--- src/rtl/mc_control_fsm.sv ---
// Multi-cycle control FSM for the 8-bit CPU: fetch/decode/exec/mem/wb
// with independent imem/dmem busywait stalls and a memory watchdog.
module mc_control_fsm #(
    parameter int OPCODE_W  = 8,
    parameter int ALU_SEL_W = 3,
    parameter int TIMEOUT   = 255
) (
    input  logic                 CLK,
    input  logic                 RESET,
    input  logic [OPCODE_W-1:0]  opcode,
    input  logic                 zero,
    input  logic                 busywait_i,
    input  logic                 busywait_d,
    output logic                 imem_read,
    output logic                 ir_load,
    output logic                 dmem_read,
    output logic                 dmem_write,
    output logic                 reg_write,
    output logic                 wb_mem,
    output logic [ALU_SEL_W-1:0] alu_sel,
    output logic                 src_imm,
    output logic                 src_neg,
    output logic                 pc_write,
    output logic                 pc_sel,
    output logic                 mem_err,
    output logic                 illegal
);

    typedef enum logic [2:0] {FETCH, DECODE, EXEC, MEM, WB} state_t;

    localparam int CNT_W = (TIMEOUT < 2) ? 1 : $clog2(TIMEOUT + 1);

    state_t              state_q, state_n;
    logic [OPCODE_W-1:0] op_q;
    logic [CNT_W-1:0]    wd_q, wd_n;

    logic [3:0]           low;
    logic                 legal;
    logic                 is_alu, is_load, is_store;
    logic                 is_j, is_beq, is_bne;
    logic [ALU_SEL_W-1:0] alu_code;
    logic                 imm_code, neg_code;
    logic                 hit, abort;

    assign low   = op_q[3:0];
    assign legal = ((op_q >> 4) == '0) && (low <= 4'd12);
    assign hit   = (TIMEOUT != 0) && (wd_q == CNT_W'(TIMEOUT));

    always_comb begin
        is_alu   = legal && (low <= 4'd5);
        is_j     = legal && (low == 4'd6);
        is_beq   = legal && (low == 4'd7);
        is_bne   = legal && (low == 4'd12);
        is_load  = legal && (low == 4'd8 || low == 4'd9);
        is_store = legal && (low == 4'd10 || low == 4'd11);
        imm_code = legal && (low == 4'd0 || low == 4'd9 || low == 4'd11);
        neg_code = legal && (low == 4'd3 || is_beq || is_bne);
        alu_code = '0;
        unique case (1'b1)
            legal && (low == 4'd2 || low == 4'd3): alu_code = ALU_SEL_W'(1);
            is_beq || is_bne:                      alu_code = ALU_SEL_W'(1);
            legal && (low == 4'd4):                alu_code = ALU_SEL_W'(2);
            legal && (low == 4'd5):                alu_code = ALU_SEL_W'(3);
            is_j:                                  alu_code = ALU_SEL_W'(4);
            default:                               alu_code = '0;
        endcase
    end

    always_comb begin
        state_n    = state_q;
        abort      = 1'b0;
        imem_read  = 1'b0;
        ir_load    = 1'b0;
        dmem_read  = 1'b0;
        dmem_write = 1'b0;
        reg_write  = 1'b0;
        wb_mem     = 1'b0;
        alu_sel    = '0;
        src_imm    = 1'b0;
        src_neg    = 1'b0;
        pc_write   = 1'b0;
        pc_sel     = 1'b0;
        mem_err    = 1'b0;
        illegal    = 1'b0;
        if (!RESET) begin
            if (state_q == EXEC || state_q == MEM || state_q == WB) begin
                alu_sel = alu_code;
                src_imm = imm_code;
                src_neg = neg_code;
            end
            unique case (state_q)
                FETCH: begin
                    if (busywait_i && hit) begin
                        abort   = 1'b1;
                        mem_err = 1'b1;
                    end else begin
                        imem_read = 1'b1;
                        if (!busywait_i) begin
                            ir_load = 1'b1;
                            state_n = DECODE;
                        end
                    end
                end
                DECODE: state_n = EXEC;
                EXEC: begin
                    unique case (1'b1)
                        is_alu: state_n = WB;
                        is_load || is_store: state_n = MEM;
                        is_j || is_beq || is_bne: begin
                            pc_write = 1'b1;
                            pc_sel   = is_j | (is_beq & zero) | (is_bne & ~zero);
                            state_n  = FETCH;
                        end
                        default: begin
                            illegal  = 1'b1;
                            pc_write = 1'b1;
                            state_n  = FETCH;
                        end
                    endcase
                end
                MEM: begin
                    if (busywait_d && hit) begin
                        abort    = 1'b1;
                        mem_err  = 1'b1;
                        pc_write = 1'b1;
                        state_n  = FETCH;
                    end else begin
                        dmem_read  = is_load;
                        dmem_write = is_store;
                        if (!busywait_d) begin
                            pc_write = is_store;
                            state_n  = is_load ? WB : FETCH;
                        end
                    end
                end
                WB: begin
                    reg_write = 1'b1;
                    wb_mem    = is_load;
                    pc_write  = 1'b1;
                    state_n   = FETCH;
                end
                default: state_n = FETCH;
            endcase
        end
    end

    // FETCH abort stays in FETCH, so abort must clear the count explicitly
    always_comb begin
        wd_n = '0;
        if (state_n == state_q && !abort &&
            ((state_q == FETCH && busywait_i) ||
             (state_q == MEM && busywait_d)))
            wd_n = wd_q + CNT_W'(1);
    end

    always_ff @(posedge CLK) begin
        if (RESET) begin
            state_q <= FETCH;
            op_q    <= '0;
            wd_q    <= '0;
        end else begin
            state_q <= state_n;
            wd_q    <= wd_n;
            if (state_q == DECODE)
                op_q <= opcode;
        end
    end

endmodule
--- config.mk ---
export PLATFORM = sky130hd
export DESIGN_NAME = mc_control_fsm
export DESIGN_NICKNAME = d
export VERILOG_FILES = /design/src/rtl/mc_control_fsm.sv
export SDC_FILE = /design/constraint.sdc
export NUM_CORES = 1
export LEC_CHECK = 0
export CELL_PAD_IN_SITES_DETAIL_PLACEMENT = 1
export CELL_PAD_IN_SITES_GLOBAL_PLACEMENT = 1
export CORE_MARGIN = 2
export CORE_UTILIZATION = 34
export CTS_CLUSTER_DIAMETER = 50
export DETAILED_ROUTE_END_ITERATION = 12
export PLACE_DENSITY = 0.87
export REMOVE_ABC_BUFFERS = 1
export SYNTH_ARGS = -nofsm -noshare
export SYNTH_HDL_FRONTEND = slang
export SYNTH_SLANG_ARGS = --single-unit
export TNS_END_PERCENT = 5
--- constraint.sdc ---
create_clock -name CLK -period 1.65 [get_ports CLK]
set_input_delay 0.165 -clock CLK [delete_from_list [all_inputs] [get_ports CLK]]
set_output_delay 0.165 -clock CLK [all_outputs]
set_load 0.1 [all_outputs]
==> reports/metrics.cfg <==
[power]
peakVddDrop_mv = 0.481
p_total_mw = 1.08
power.leakage_nw = 0.720
p_per_area_nw_per_um2 = 568

[detailed_routing]
drtIter0Drc = 41
num_vias = 1186
wl_per_cell_um = 17.1
ant_nets = 0
drt_first_pass_iters = 4
vias_per_cell = 5.42
routed_wl_mm = 3.76
drc_errors = 0

[placed_design]
dp_hpwl_mm = 2.85
dp_cells = 215
io_buffers = 27
pre_cts_slack_ps = -300
gp_congestion = 0.757

[finish]
num-nets-final = 201
finalNonFillerCells = 219
layout-drive-gt1-share_pct = 43.0
syn2layout_area_growth_pct = 80.9
most-common-layout-cells = 25 x buf_4, 21 x nor2_1, 15 x buf_12, 14 x dfxtp_1, 12 x clkdlybuf4s50_1
diodes = 0
layout_commonest_cell = buf_4

[sta]
rsz0062_at_grt = yes
fin_crit_ps = 2160
worstMarginPinSlew_ps = 393
fmax_mhz = 463
finalSetupViolations = 14
drv_slew = 0
fin_crit_sh_pct = 131
finalHoldViolations = 0
final.setup.worst_slack_ps = -512
slew_headroom_pct = 73.7
clock-skew-final_ps = 6.57

[die]
die_x_um = 59.6
die_h_um = 59.6
start_util_pct = 35.0
dieArea_um2 = 3560
num_rows = 20
core_um2 = 3000
ioPinCount = 28

[logic_synthesis]
synth_area_per_cell_um2 = 8.03
synth_area_um2 = 1050
ys_seq_elements = 19
synthCells = 131
synth_cell_types = 36
seq_area_frac_synth_pct = 36.1
synth_warnings = 0

[hold_path]
whs_path_depth = 3
min_path_type = in2reg
min_from = opcode[5]
holdPathEnd = op_q[5]

[clock_network]
clkTransAtPathRegs_ps = 100
clk_path_buf_depth = 2
cts_root_buffer = clkbuf_4
cts_hold_buf = 0
cts_setup_buffers = 0
cts_sinks = 19
cts_inserted_buffers = 3
htree_num_levels = 1
clock_latency_ps = 300
cts_tree = yes

[setup_path]
r2r.worst_path.cells = 5
rrSetupSlack_ps = 40
arrival_ps = 2000
worst_path_max_delay_cell = or4_4
cp_num_buf_inv = 1
crit_path_cell_trace = or4_4, a211o_4, nor4_4, buf_12
cpLargestDelayFamily = simple AND/OR/NAND/NOR gates
crit_fanout = 5
path_class = reg2out
end_kind = output port
slowest_delay_ps = 550
reg2reg_from = state_q[1]
critPathLaunchType = flop
crit_required_ps = 1480
reg2reg_to = wd_q[7]

[global_routing]
grt.overflow.total = 0
grt_max_degree = 12
grt_usage_pct = 22.5
grt_pass1_vias = 1246
antenna_found_initial = 0
grt_pass1_wl_mm = 5.90

[status]
violations = negative setup slack
run_status = finished with violations

[job]
drv_cap = 0

## per-stage QoR
step | TNS, ps | utilization (%) | area, um2 | hold WS [ps]
2_1_floorplan | -17020 | - | 1030 | 237
3_3_place_gp | -1210 | 57.0 | 1710 | 509
3_5_place_dp | -2140 | 57.0 | 1710 | 524
4_1_cts | -4640 | 62.4 | 1870 | 493
5_1_grt | -5630 | 63.4 | 1900 | 499
6_report | -4510 | 63.4 | 1900 | 495
## per-layer routing
metal	vias to the layer above	track usage [%]	wire length, um
li1	574	-	-
met2	33	44.6	2090
met4	0	8.57	67
met1	570	24.0	1510
met5	-	0	0
met3	9	1.97	86
## worst min-delay path, cell delays in order
cell             delay [ps]
clkdlybuf4s50_1         390
mux2i_1                 130
nor2_1                   60
## state kept, by name, indices dropped and copies added, names as in the netlist
signal   cells
state_q      3
wd_q         8
op_q         8
## power by group
group          switching, mW  internal, mW  total [mW]
Clock                  0.142        0.0943       0.237
Combinational          0.192         0.155       0.347
Sequential            0.0199         0.478       0.498
Total                  0.354         0.728        1.08
## layout make-up
type	count	area, um2
repair buffers	56	653
multi-input cells	102	777
well taps	33	41.3
clock buffers	4	26.3
inverters	5	18.8
flip-flops and latches	19	387
fillers	325	1100
## synthesized netlist by cell type
cell type | instances | area [um2]
xnor2_1 | 3 | 26.3
clkbuf_1 | 5 | 18.8
nor2_2 | 1 | 6.26
or3b_4 | 1 | 11.3
a31oi_1 | 2 | 12.5
nor2_1 | 27 | 101
and4b_1 | 1 | 10.0
o21ai_0 | 5 | 25.0
a211o_4 | 1 | 17.5
nand4_1 | 1 | 6.26
inv_1 | 5 | 18.8
nor2b_1 | 1 | 6.26
a21oi_1 | 4 | 20.0
nor3_2 | 2 | 20.0
and3_1 | 1 | 6.26
xor2_1 | 3 | 26.3
o31ai_1 | 1 | 7.51
o211ai_1 | 2 | 15.0
or4_1 | 1 | 7.51
nand3b_1 | 1 | 7.51
a2bb2oi_1 | 1 | 8.76
and4_1 | 2 | 17.5
o22a_1 | 1 | 8.76
mux2i_1 | 9 | 90.1
dfxtp_1 | 19 | 380
nand2b_1 | 3 | 18.8
nand3_1 | 5 | 25.0
nor4_1 | 3 | 18.8
a32oi_1 | 1 | 8.76
ha_1 | 1 | 12.5
nor4b_1 | 1 | 8.76
nor4_2 | 1 | 12.5
a21boi_0 | 1 | 7.51
and2_1 | 1 | 6.26
nand2_1 | 10 | 37.5
nor3_1 | 4 | 20.0
## kinds of logic (layout without fill, tap and decap cells)
kind of cell / count (synthesis) / count (layout) / share of synthesized area, %
xor+xnor: 6 / 6 / 4.99
simple gates: 67 / 67 / 33.1
buf+inv: 10 / 65 / 3.57
flops: 19 / 19 / 36.1
fa+ha+maj: 1 / 1 / 1.19
compound gates: 19 / 19 / 12.5
mux: 9 / 9 / 8.56
## repair_timing
item	CTS	global route
gates resized for setup	32	10
pin swaps	8	4
setup endpoints to repair	15	15
## how the worst max path moves through the flow
stage,startpoint,end,slack [ps],cells past startpoint
after floorplan,op_q[7],wb_mem,-2250,3
after global placement,RESET,illegal,-160,6
after detailed placement,op_q[7],wb_mem,-300,7
after CTS,op_q[7],alu_sel[0],-490,4
after global routing,op_q[7],alu_sel[1],-570,4
final,op_q[7],alu_sel[1],-510,4
(Power assumes the default switching activity.)
